### src/rtl/sub_word_store_scheduler.sv
// Read-modify-write sequencer for SB/SH stores on a word-wide data bus.
// Reads the aligned word, merges the byte/half lane, writes it back.
module sub_word_store_scheduler #(
    parameter int WAIT_MAX = 16
) (
    input  logic        clk,
    input  logic        reset,
    input  logic        req_valid,
    input  logic        req_half,
    input  logic [31:0] req_addr,
    input  logic [31:0] req_data,
    output logic        stall,
    output logic        done,
    output logic        fault,
    output logic [31:0] mem_address,
    output logic        mem_read,
    output logic        mem_write,
    output logic [31:0] mem_writedata,
    input  logic [31:0] mem_readdata,
    input  logic        mem_waitrequest
);

    localparam int CW = (WAIT_MAX > 1) ? $clog2(WAIT_MAX + 1) : 1;

    typedef enum logic [2:0] {
        S_IDLE,
        S_RD,
        S_MERGE,
        S_WR,
        S_DONE,
        S_FAULT
    } state_t;

    state_t        state_q, state_d;
    logic [CW-1:0] cnt_q, cnt_d;
    logic [1:0]    lane_q, lane_d;
    logic [15:0]   data_q, data_d;
    logic          half_q, half_d;
    logic [31:0]   rdata_q, rdata_d;
    logic [31:0]   addr_q, addr_d;
    logic [31:0]   wdata_q, wdata_d;
    logic          done_q, done_d;
    logic          fault_q, fault_d;
    logic          rd_q, rd_d;
    logic          wr_q, wr_d;
    logic [31:0]   merged;
    logic          timeout;
    logic          unused_data;

    assign unused_data = ^req_data[31:16];

    assign timeout = (WAIT_MAX != 0) && (cnt_q == CW'(WAIT_MAX - 1));

    always_comb begin
        merged = rdata_q;
        if (half_q) begin
            if (lane_q[1]) merged[31:16] = data_q;
            else           merged[15:0]  = data_q;
        end else begin
            merged[{lane_q, 3'b000} +: 8] = data_q[7:0];
        end
    end

    always_comb begin
        state_d = state_q;
        cnt_d   = cnt_q;
        lane_d  = lane_q;
        data_d  = data_q;
        half_d  = half_q;
        rdata_d = rdata_q;
        addr_d  = addr_q;
        wdata_d = wdata_q;
        rd_d    = rd_q;
        wr_d    = wr_q;
        done_d  = 1'b0;
        fault_d = 1'b0;
        unique case (state_q)
            S_IDLE: begin
                if (req_valid) begin
                    lane_d = req_addr[1:0];
                    data_d = req_data[15:0];
                    half_d = req_half;
                    cnt_d  = '0;
                    if (req_half && req_addr[0]) begin
                        state_d = S_FAULT;
                        done_d  = 1'b1;
                        fault_d = 1'b1;
                    end else begin
                        state_d = S_RD;
                        rd_d    = 1'b1;
                        addr_d  = {req_addr[31:2], 2'b00};
                    end
                end
            end
            S_RD: begin
                if (!mem_waitrequest) begin
                    rdata_d = mem_readdata;
                    rd_d    = 1'b0;
                    cnt_d   = '0;
                    state_d = S_MERGE;
                end else if (timeout) begin
                    rd_d    = 1'b0;
                    cnt_d   = '0;
                    state_d = S_FAULT;
                    done_d  = 1'b1;
                    fault_d = 1'b1;
                end else if (WAIT_MAX != 0) begin
                    cnt_d = cnt_q + CW'(1);
                end
            end
            S_MERGE: begin
                wdata_d = merged;
                wr_d    = 1'b1;
                state_d = S_WR;
            end
            S_WR: begin
                if (!mem_waitrequest) begin
                    wr_d    = 1'b0;
                    cnt_d   = '0;
                    state_d = S_DONE;
                    done_d  = 1'b1;
                end else if (timeout) begin
                    wr_d    = 1'b0;
                    cnt_d   = '0;
                    state_d = S_FAULT;
                    done_d  = 1'b1;
                    fault_d = 1'b1;
                end else if (WAIT_MAX != 0) begin
                    cnt_d = cnt_q + CW'(1);
                end
            end
            S_DONE:  state_d = S_IDLE;
            S_FAULT: state_d = S_IDLE;
            default: state_d = S_IDLE;
        endcase
    end

    // Only the pipeline-hold is combinational; every bus strobe is a flop.
    assign stall = ((state_q == S_IDLE) && req_valid)
                 || (state_q == S_RD)
                 || (state_q == S_MERGE)
                 || (state_q == S_WR);

    always_ff @(posedge clk) begin
        if (!reset) begin
            state_q <= S_IDLE;
            cnt_q   <= '0;
            lane_q  <= '0;
            data_q  <= '0;
            half_q  <= 1'b0;
            rdata_q <= '0;
            addr_q  <= '0;
            wdata_q <= '0;
            rd_q    <= 1'b0;
            wr_q    <= 1'b0;
            done_q  <= 1'b0;
            fault_q <= 1'b0;
        end else begin
            state_q <= state_d;
            cnt_q   <= cnt_d;
            lane_q  <= lane_d;
            data_q  <= data_d;
            half_q  <= half_d;
            rdata_q <= rdata_d;
            addr_q  <= addr_d;
            wdata_q <= wdata_d;
            rd_q    <= rd_d;
            wr_q    <= wr_d;
            done_q  <= done_d;
            fault_q <= fault_d;
        end
    end

    assign done          = done_q;
    assign fault         = fault_q;
    assign mem_address   = addr_q;
    assign mem_read      = rd_q;
    assign mem_write     = wr_q;
    assign mem_writedata = wdata_q;

endmodule

### config.mk
export PLATFORM = sky130hd
export DESIGN_NAME = sub_word_store_scheduler
export DESIGN_NICKNAME = d
export VERILOG_FILES = /design/src/rtl/sub_word_store_scheduler.sv
export SDC_FILE = /design/constraint.sdc
export NUM_CORES = 1
export LEC_CHECK = 0
export BUFFER_PORTS_ARGS = -buffer_cell sky130_fd_sc_hd__buf_2
export CAP_MARGIN = 20
export CORE_MARGIN = 3
export CORE_UTILIZATION = 44
export DETAILED_ROUTE_END_ITERATION = 6
export PLACE_DENSITY = 0.75
export SLEW_MARGIN = 30
export SYNTH_ARGS = -nofsm -noshare
export SYNTH_HDL_FRONTEND = slang
export SYNTH_SLANG_ARGS = --single-unit
### constraint.sdc
create_clock -name clk -period 3.1 [get_ports clk]
set_input_delay 0.31 -clock clk [delete_from_list [all_inputs] [get_ports clk]]
set_output_delay 0.31 -clock clk [all_outputs]
set_load 0.005 [all_outputs]
==> impl_results.md, run 1 <==
* Vias at roughly 5000
* Initial antenna violation count at 4
* Setup tns final at 0 ns
* Setup bufs post-CTS at 0
* Final Cell Area at 6783 sq um
* Slew @ Worst Pin at 0.9963 ns
* Slowest cell on the critical path: nor3_1
* DR WL/cell at 16.34 microns
* Register area share after synthesis at 47.01%
* Via density at between 5 and 6
* RD Place Congestion at 0.8367
* R2R Path End: mem_writedata[12]$_SDFFE_PN0P_
* Synth top area share at 47.01%
* Longest Clk Path Bufs at 2
* First-pass GRT wire length at roughly 23000 microns
* PwrDens at 651.1 nW/um^2
* Die ar. at 13450 sq um
* P_int at 0.003386 W
* Setup violations, final at 0
* Remaining global-route overflow at 0
* Sink Count at 125
* Max Cap Violations at 0
* Tmin final at 2.359 ns
* Syn Inst Count at 622
* CP cell instances: inv_1, ha_1, nand2_1, nor3_1, a221o_1, a32o_1
* Most frequent cell after synthesis: nand2_1
* CTS tree: yes
* Final hold vios at 0
* # H-tree levels at 4
* Max Freq at 423.9 MHz
* Register bit count reported by yosys at between 100 and 150
* DR iter-0 viols at 366
* Vias in the first global route at just under 5000
* Number of synthesized flops with an enable pin at 0
* Yosys warnings at 0
* Slew margin rel. at between 30% and 40%
* Worst r2r path cells at 6
* Pleak at 2.778 nW
* PnR worst setup slack at 0.7410 ns
* Net count, final at 860
* All-Layer GR Usage at 22.17%
* WS Path Type: register to register
* Final wirelength at 14870 microns
* Post-Place Cell Area at between 6000 and 7000 sq um
* Drt pass-1 iters at 6
* Die Ht at 116.0 microns
* Detail Placement HPWL at 10370 microns
* R2r setup slk at between 0.7 and 0.8 ns
* Synth Flop Type: dfxtp_1
* Place WS at approximately 0.76 ns
* Port Buffers at between 150 and 200
* CP bufs+invs at 1
* Placement row count at 39
* Unrepaired setup endpoints after global routing: no
* Core area at around 12000 sq um
* Worst Hold Depth at 3
* Logic pwr share at 10.1%
* Latest clock arrival within the worst-skew pair at approximately 0.4 ns
* Worst reg2reg startpoint: lane_q[0]$_SDFFE_PN0P_
* Synth top area cells: dfxtp_1 47%, nand2_1 14%, a21oi_1 8.0%
* Synthesis-to-layout area growth at 27.43%
* Sequential share of power at 40.1%
* Switch share at a little under a quarter
* IO Pins at between 150 and 200
* Fill count at 1034
* Register area at around 2500 sq um
* Crit path max fanout at 8
* Placed insts at 877
* Synth cell count leaders: 204 x nand2_1, 125 x dfxtp_1, 85 x a21oi_1
* Element type at the critical path end: register
* Syn avg cell area at roughly 8.6 sq um
* CP peak stage delay at between 0.7 and 0.8 ns
* Clock share of power at 49.9%
* Starting Density at 45.83%
* Clock transition at path regs at 0.05 ns
* Hold slack at 0.1426 ns
* Worst Path Required at 3.44 ns
* CP Data Arrival Time at around 2.7 ns
* Post-cts sizing count at 0
* Largest area contributor in the netlist: dfxtp_1
* Largest net degree at the start of global routing at 66
* DRC at 0
* Final Skew at 0.006426 ns
* Share of layout cells above drive strength 1 at 26.50%
* Total CTS buffers at 17
* Maximum VDD drop at 423.5 uV
* Hold EP: mem_address[13]$_SDFFE_PN0P_
* Die width at ~120 microns
* CTS root buf: clkbuf_16
* Post-Syn Area at 5323 sq um
* Area of the multi-input gates at 2581 sq um
* Fin crit share at 76.10%
* Asr flop ratio synth at 0%
* Hold_buf cts at 0
* Hold Path Class: primary input to register
* Fin. max-slew vios at 0
* Family with the most delay on the worst path: simple AND/OR/NAND/NOR gates
* Final std cells w/o fill at 910
* Detail Route Antenna Nets at 0
* Run status: complete, no violations
* Net Sw Power at roughly 0.001 W
* Startpoint types: register
* Hold_sp: req_addr[13]
* Synth unique cells at 38
## worst register-to-register path: stages (launching register included)
cell and delay [ns]:
dfxtp_1 0.46, inv_1 0.16, ha_1 0.40, nand2_1 0.08, nor3_1 0.77, a221o_1 0.28, a32o_1 0.16
## layout make-up
| class | instances | area share, % |
|---|---|---|
| tap | 143 | 2.638 |
| multi-input combinational | 442 | 38.06 |
| antenna | 1 | 0.03689 |
| inverter | 8 | 0.4427 |
| clock inverter | 11 | 2.730 |
| clock buffer | 21 | 7.102 |
| sequential | 125 | 36.97 |
| timing repair buffer | 159 | 12.03 |
## worst max-delay path by stage
| stage | from | endpoint | slack (ns) | cells after the start |
|---|---|---|---|---|
| after global routing | lane_q[0]$_SDFFE_PN0P_ | mem_writedata[13]$_SDFFE_PN0P_ | 0.60 | 6 |
| final | lane_q[0]$_SDFFE_PN0P_ | mem_writedata[12]$_SDFFE_PN0P_ | 0.74 | 6 |
| after global placement | lane_q[1]$_SDFFE_PN0P_ | mem_writedata[27]$_SDFFE_PN0P_ | 0.86 | 6 |
| after CTS | lane_q[1]$_SDFFE_PN0P_ | mem_writedata[29]$_SDFFE_PN0P_ | 0.74 | 6 |
| after floorplan | lane_q[1]$_SDFFE_PN0P_ | mem_writedata[10]$_SDFFE_PN0P_ | 0.78 | 8 |
| after detailed placement | lane_q[1]$_SDFFE_PN0P_ | mem_writedata[29]$_SDFFE_PN0P_ | 0.76 | 6 |
## cells in the final DEF (no fill, tap or decap), types with 4 or more instances in the layout
master     count
a21oi_1       85
a221o_1       32
a32o_1        32
buf_2        151
buf_4          8
bufinv_16      5
clkbuf_16     18
clkinv_2       4
dfxtp_1      123
ha_1           6
inv_1          5
mux2i_1       32
nand2_1      203
nand3_1        4
nor2_1         7
## state kept, by name (all words and copies together) (netlist names)
signal and count:
data_q 16, mem_writedata 32, done 1, half_q 1, rdata_q 32, lane_q 2
mem_address 30, mem_write 1, state_q 3, mem_read 1, fault 1, cnt_q 5
## power groups by stage
stage | logic, W | registers, W | clock network (W)
finish | 0.000444 | 0.00177 | 0.00220
global route | 0.000500 | 0.00178 | 0.00231
CTS | 0.000444 | 0.00177 | 0.00223
detailed placement | 0.000443 | 0.00180 | 0
global placement | 0.000429 | 0.00180 | 0
floorplan | 0.000316 | 0.00176 | 0
## metal layers
layer  track usage, %  vias up  wire, microns
li1                 -     2454              -
met1            27.54     2318           6141
met2            35.02      209           6933
met3            8.668       24           1448
met4            8.043        6            314
met5                0        -             29
## cells by family (layout without fill, tap and decap cells)
kind of cell | count (synthesis) | after routing | share of synthesized area (%)
adder cells (fa/ha/maj) | 6 | 6 | 1.410
buffers and inverters | 56 | 199 | 4.960
XOR/XNOR | 1 | 1 | 0.1646
multiplexers | 32 | 32 | 6.018
flip-flops | 125 | 125 | 47.01
AND/OR/NAND/NOR | 239 | 239 | 18.52
AO/OA/AOI/OAI | 162 | 162 | 21.84
other | 1 | 3 | 0.07045
## through the flow
| step | utilization (%) | power, W |
|---|---|---|
| after floorplan | - | 0.002076 |
| after global placement | 52.55 | 0.002224 |
| after detailed placement | 52.57 | 0.002243 |
| after CTS | 58.32 | 0.004444 |
| after global routing | 58.40 | 0.004588 |
| final | 58.40 | 0.004416 |
(Power assumes the default switching activity.)
==> run 2: changes to the inputs <==
--- a/config.mk
+++ b/config.mk
@@ -5,12 +5,13 @@
 export SDC_FILE = /design/constraint.sdc
 export NUM_CORES = 1
 export LEC_CHECK = 0
+export ABC_AREA = 1
 export BUFFER_PORTS_ARGS = -buffer_cell sky130_fd_sc_hd__buf_2
 export CAP_MARGIN = 20
 export CORE_MARGIN = 3
 export CORE_UTILIZATION = 44
 export DETAILED_ROUTE_END_ITERATION = 6
-export PLACE_DENSITY = 0.75
+export PLACE_DENSITY = 0.77
 export SLEW_MARGIN = 30
 export SYNTH_ARGS = -nofsm -noshare
 export SYNTH_HDL_FRONTEND = slang
==> constraint.sdc (replaced) <==
create_clock -name clk -period 1.9 [get_ports clk]
set_input_delay 0.19 -clock clk [delete_from_list [all_inputs] [get_ports clk]]
set_output_delay 0.19 -clock clk [all_outputs]
set_load 0.005 [all_outputs]
==> run 2 against run 1 <==
Wire length up 5.0%. Sequential share of layout area down 1.7 points. Synthesized cell count up 28%. Utilization fell by 0.23 points. Area after synthesis grew 5.3%. Critical path type unchanged. Largest cell class unchanged.
==> impl_results.md, run 2 <==
* Run status: complete, no violations (unchanged)
* All-Layer GR Usage at 21.88% (was 22.17%)
* CTS tree: yes (unchanged)
* Most frequent cell after synthesis: nand2_1 (unchanged)
* GR Util met1 at 27.91% (was 27.54%)
* Via density at 5.091 (was 5.507)
* Setup tns final at 0 ns (unchanged)
* Syn Inst Count at 795 (was 622)
* Most frequent cells in the layout: 192 x nand2_1, 151 x buf_2, 142 x a21oi_1 (was 203 x nand2_1, 151 x buf_2, 123 x dfxtp_1)
* Net count, final at 1036 (was 860)
* Starting Density at 45.90% (was 45.83%)
* Hold Path Class: primary input to register (unchanged)
* Final hold vios at 0 (unchanged)
* Largest net degree at the start of global routing at 73 (was 66)
* Final wirelength at 15610 microns (was 14870 microns)
* CP peak stage delay at 0.48 ns (was 0.77 ns)
* Register bit count reported by yosys at 125 (unchanged)
* Element type at the critical path end: register (unchanged)
* Fin util at 58.18% (was 58.40%)
* P_int at 0.005455 W (was 0.003386 W)
* Synth top area cells: dfxtp_1 45%, nand2_1 13%, a21oi_1 13% (was dfxtp_1 47%, nand2_1 14%, a21oi_1 8.0%)
* Crit path max fanout at 25 (was 8)
* Maximum VDD drop at 707.2 uV (was 423.5 uV)
* Sink Count at 125 (unchanged)
* Logic pwr share at 16.0% (was 10.1%)
* Startpoint types: register (unchanged)
* Detail Placement HPWL at 10890 microns (was 10370 microns)
* Antenna cells at 0 (was 1)
* Synth top area share at 44.64% (was 47.01%)
* Max Cap Violations at 0 (unchanged)
* Pleak at 3.173 nW (was 2.778 nW)
* Setup bufs post-CTS at 0 (unchanged)
* Tmin final at 1.702 ns (was 2.359 ns)
* Synth Flop Type: dfxtp_1 (unchanged)
* Vias in the first global route at 5260 (was 4828)
* Port Buffers at 151 (unchanged)
* Die width at 118.9 microns (was 116.0 microns)
* Die Ht at 118.9 microns (was 116.0 microns)
* Longest Clk Path Bufs at 2 (unchanged)
* IO Pins at 170 (unchanged)
* Final Cell Area at 7104 sq um (was 6783 sq um)
* Worst Path Required at 2.25 ns (was 3.44 ns)
* DR WL/cell at 14.06 microns (was 16.34 microns)
* Sequential share of power at 39.1% (was 40.1%)
* Detail Route Antenna Nets at 0 (unchanged)
* Synth unique cells at 24 (was 38)
* CTS root buf: clkbuf_16 (unchanged)
* Slowest cell on the critical path: inv_2 (was nor3_1)
* Clock share of power at 44.9% (was 49.9%)
* Vias at 5651 (was 5011)
* Remaining global-route overflow at 0 (unchanged)
* DR iter-0 viols at 451 (was 366)
* Final Skew at 0.009709 ns (was 0.006426 ns)
* Syn avg cell area at 7.051 sq um (was 8.557 sq um)
* Setup violations, final at 0 (unchanged)
* Register area share after synthesis at 44.64% (was 47.01%)
* Net Sw Power at 0.002116 W (was 0.001031 W)
* Latest clock arrival within the worst-skew pair at 0.42 ns (was 0.40 ns)
* Synth cell count leaders: 192 x nand2_1, 142 x a21oi_1, 125 x dfxtp_1 (was 204 x nand2_1, 125 x dfxtp_1, 85 x a21oi_1)
* Core area at 12210 sq um (was 11610 sq um)
* # H-tree levels at 4 (unchanged)
* Hold_buf cts at 0 (unchanged)
* GR Util met2 at 35.56% (was 35.02%)
* Post-Place Cell Area at 6474 sq um (was 6106 sq um)
* Unrepaired setup endpoints after global routing: no (unchanged)
* DRC at 0 (unchanged)
* Yosys warnings at 0 (unchanged)
* Max Freq at 587.4 MHz (was 423.9 MHz)
* WS Path Type: register to register (unchanged)
* Most common cell after layout, fill and taps aside: nand2_1 (unchanged)
* Switch share at 27.95% (was 23.34%)
* Initial antenna violation count at 0 (was 4)
* Busiest layer in global routing: met2 (unchanged)
* Asr flop ratio synth at 0% (unchanged)
* Share of layout cells above drive strength 1 at 22.61% (was 26.50%)
* Fin. max-slew vios at 0 (unchanged)
* Die ar. at 14130 sq um (was 13450 sq um)
* Total CTS buffers at 17 (unchanged)
* CP cell instances: inv_1, nor2_4, nand3_2, inv_2, nor2_1, a21oi_1 (was inv_1, ha_1, nand2_1, nor3_1, a221o_1, a32o_1)
* First-pass GRT wire length at 25110 microns (was 23390 microns)
* Hold slack at 0.01731 ns (was 0.1426 ns)
* Placement row count at 40 (was 39)
* Drt pass-1 iters at 5 (was 6)
* Met3 usage at 6.933% (was 8.668%)
* PwrDens at 1066 nW/um^2 (was 651.1 nW/um^2)
* Final Total Pwr at 0.007571 W (was 0.004416 W)
* Post-Syn Area at 5605 sq um (was 5323 sq um)
* Number of synthesized flops with an enable pin at 0 (unchanged)
* RD Place Congestion at 0.8935 (was 0.8367)
* Synthesis-to-layout area growth at 26.74% (was 27.43%)
* Largest area contributor in the netlist: dfxtp_1 (unchanged)
* Clock transition at path regs at 0.06 ns (was 0.05 ns)
* CP Data Arrival Time at 2.05 ns (was 2.70 ns)
* Fin crit share at 89.60% (was 76.10%)
-- run 2: cell count changes after synthesis, sizes merged, moves of 16 or more --
cell,previous run,this run
o21ai,3,107
inv,5,49
nand3,4,20
a21oi,86,142
a32o,32,0
a221o,32,0
nor2,8,75
mux2i,32,0
-- run 2: repair_timing --
| action | CTS | global route |
|---|---|---|
| setup endpoints to repair | 0 | 4 |
| gates resized for setup | 0 | 2 |
| endpoints found under the hold margin | 0 | 0 |
-- run 2: logic make-up after synthesis --
group / after synthesis / synth area share, %
compound gates: 260 / 23.71
xor+xnor: 2 / 0.3126
fa+ha+maj: 6 / 1.339
buf+inv: 105 / 8.460
flops: 125 / 44.64
other cells: 1 / 0.06690
simple gates: 296 / 21.47
-- run 2: metal layers --
metal	share of wire (%)	routed length [microns]
met3	7.3	1138
met5	0	0
met1	44	6841
met4	2.0	320
met2	47	7310
-- run 2: final cells by class --
type	instances	area, sq um
sequential	125	2502
multi-input combinational	566	2638
fill	1145	5107
tap	168	210.2
clock buffer	20	466.7
inverter	50	187.7
clock inverter	12	158.9
timing repair buffer	169	940.9
-- run 2: worst max-delay path: cells and delay by family, from the launching register on --
| kind | cells | cell delay (ns) |
|---|---|---|
| simple gates | 3 | 0.50 |
| compound gates | 1 | 0.15 |
| buf+inv | 2 | 0.59 |
| flops | 1 | 0.40 |
-- run 2: power by group through the flow --
stage          sequential, W  combinational [W]  clock (W)
3_3_place_gp         0.00300            0.00118          0
2_1_floorplan        0.00299           0.000791          0
5_1_grt              0.00298            0.00138    0.00356
6_report             0.00296            0.00121    0.00340
4_1_cts              0.00296            0.00121    0.00344
3_5_place_dp         0.00301            0.00120          0
-- run 2: metrics by stage --
step	setup slack (ns)	instances
after floorplan	0.1629	796
after global routing	0.03312	1110
final	0.1976	1110
after detailed placement	0.1818	1078
after CTS	0.1676	1110
after global placement	0.2161	1078
-- run 2: path summary, 6_finish.rpt --
path / start / endpoint / slack, ns / cells past startpoint
worst max-delay path: state_q[0]$_SDFFE_PN0N_ / state_q[1]$_SDFFE_PN0N_ / 0.20 / 6
worst min-delay path: req_addr[30] / mem_address[30]$_SDFFE_PN0P_ / 0.02 / 3
worst min register to register: mem_address[17]$_SDFFE_PN0P_ / mem_address[17]$_SDFFE_PN0P_ / 0.46 / 2
worst max register to register: state_q[0]$_SDFFE_PN0N_ / state_q[1]$_SDFFE_PN0N_ / 0.20 / 6
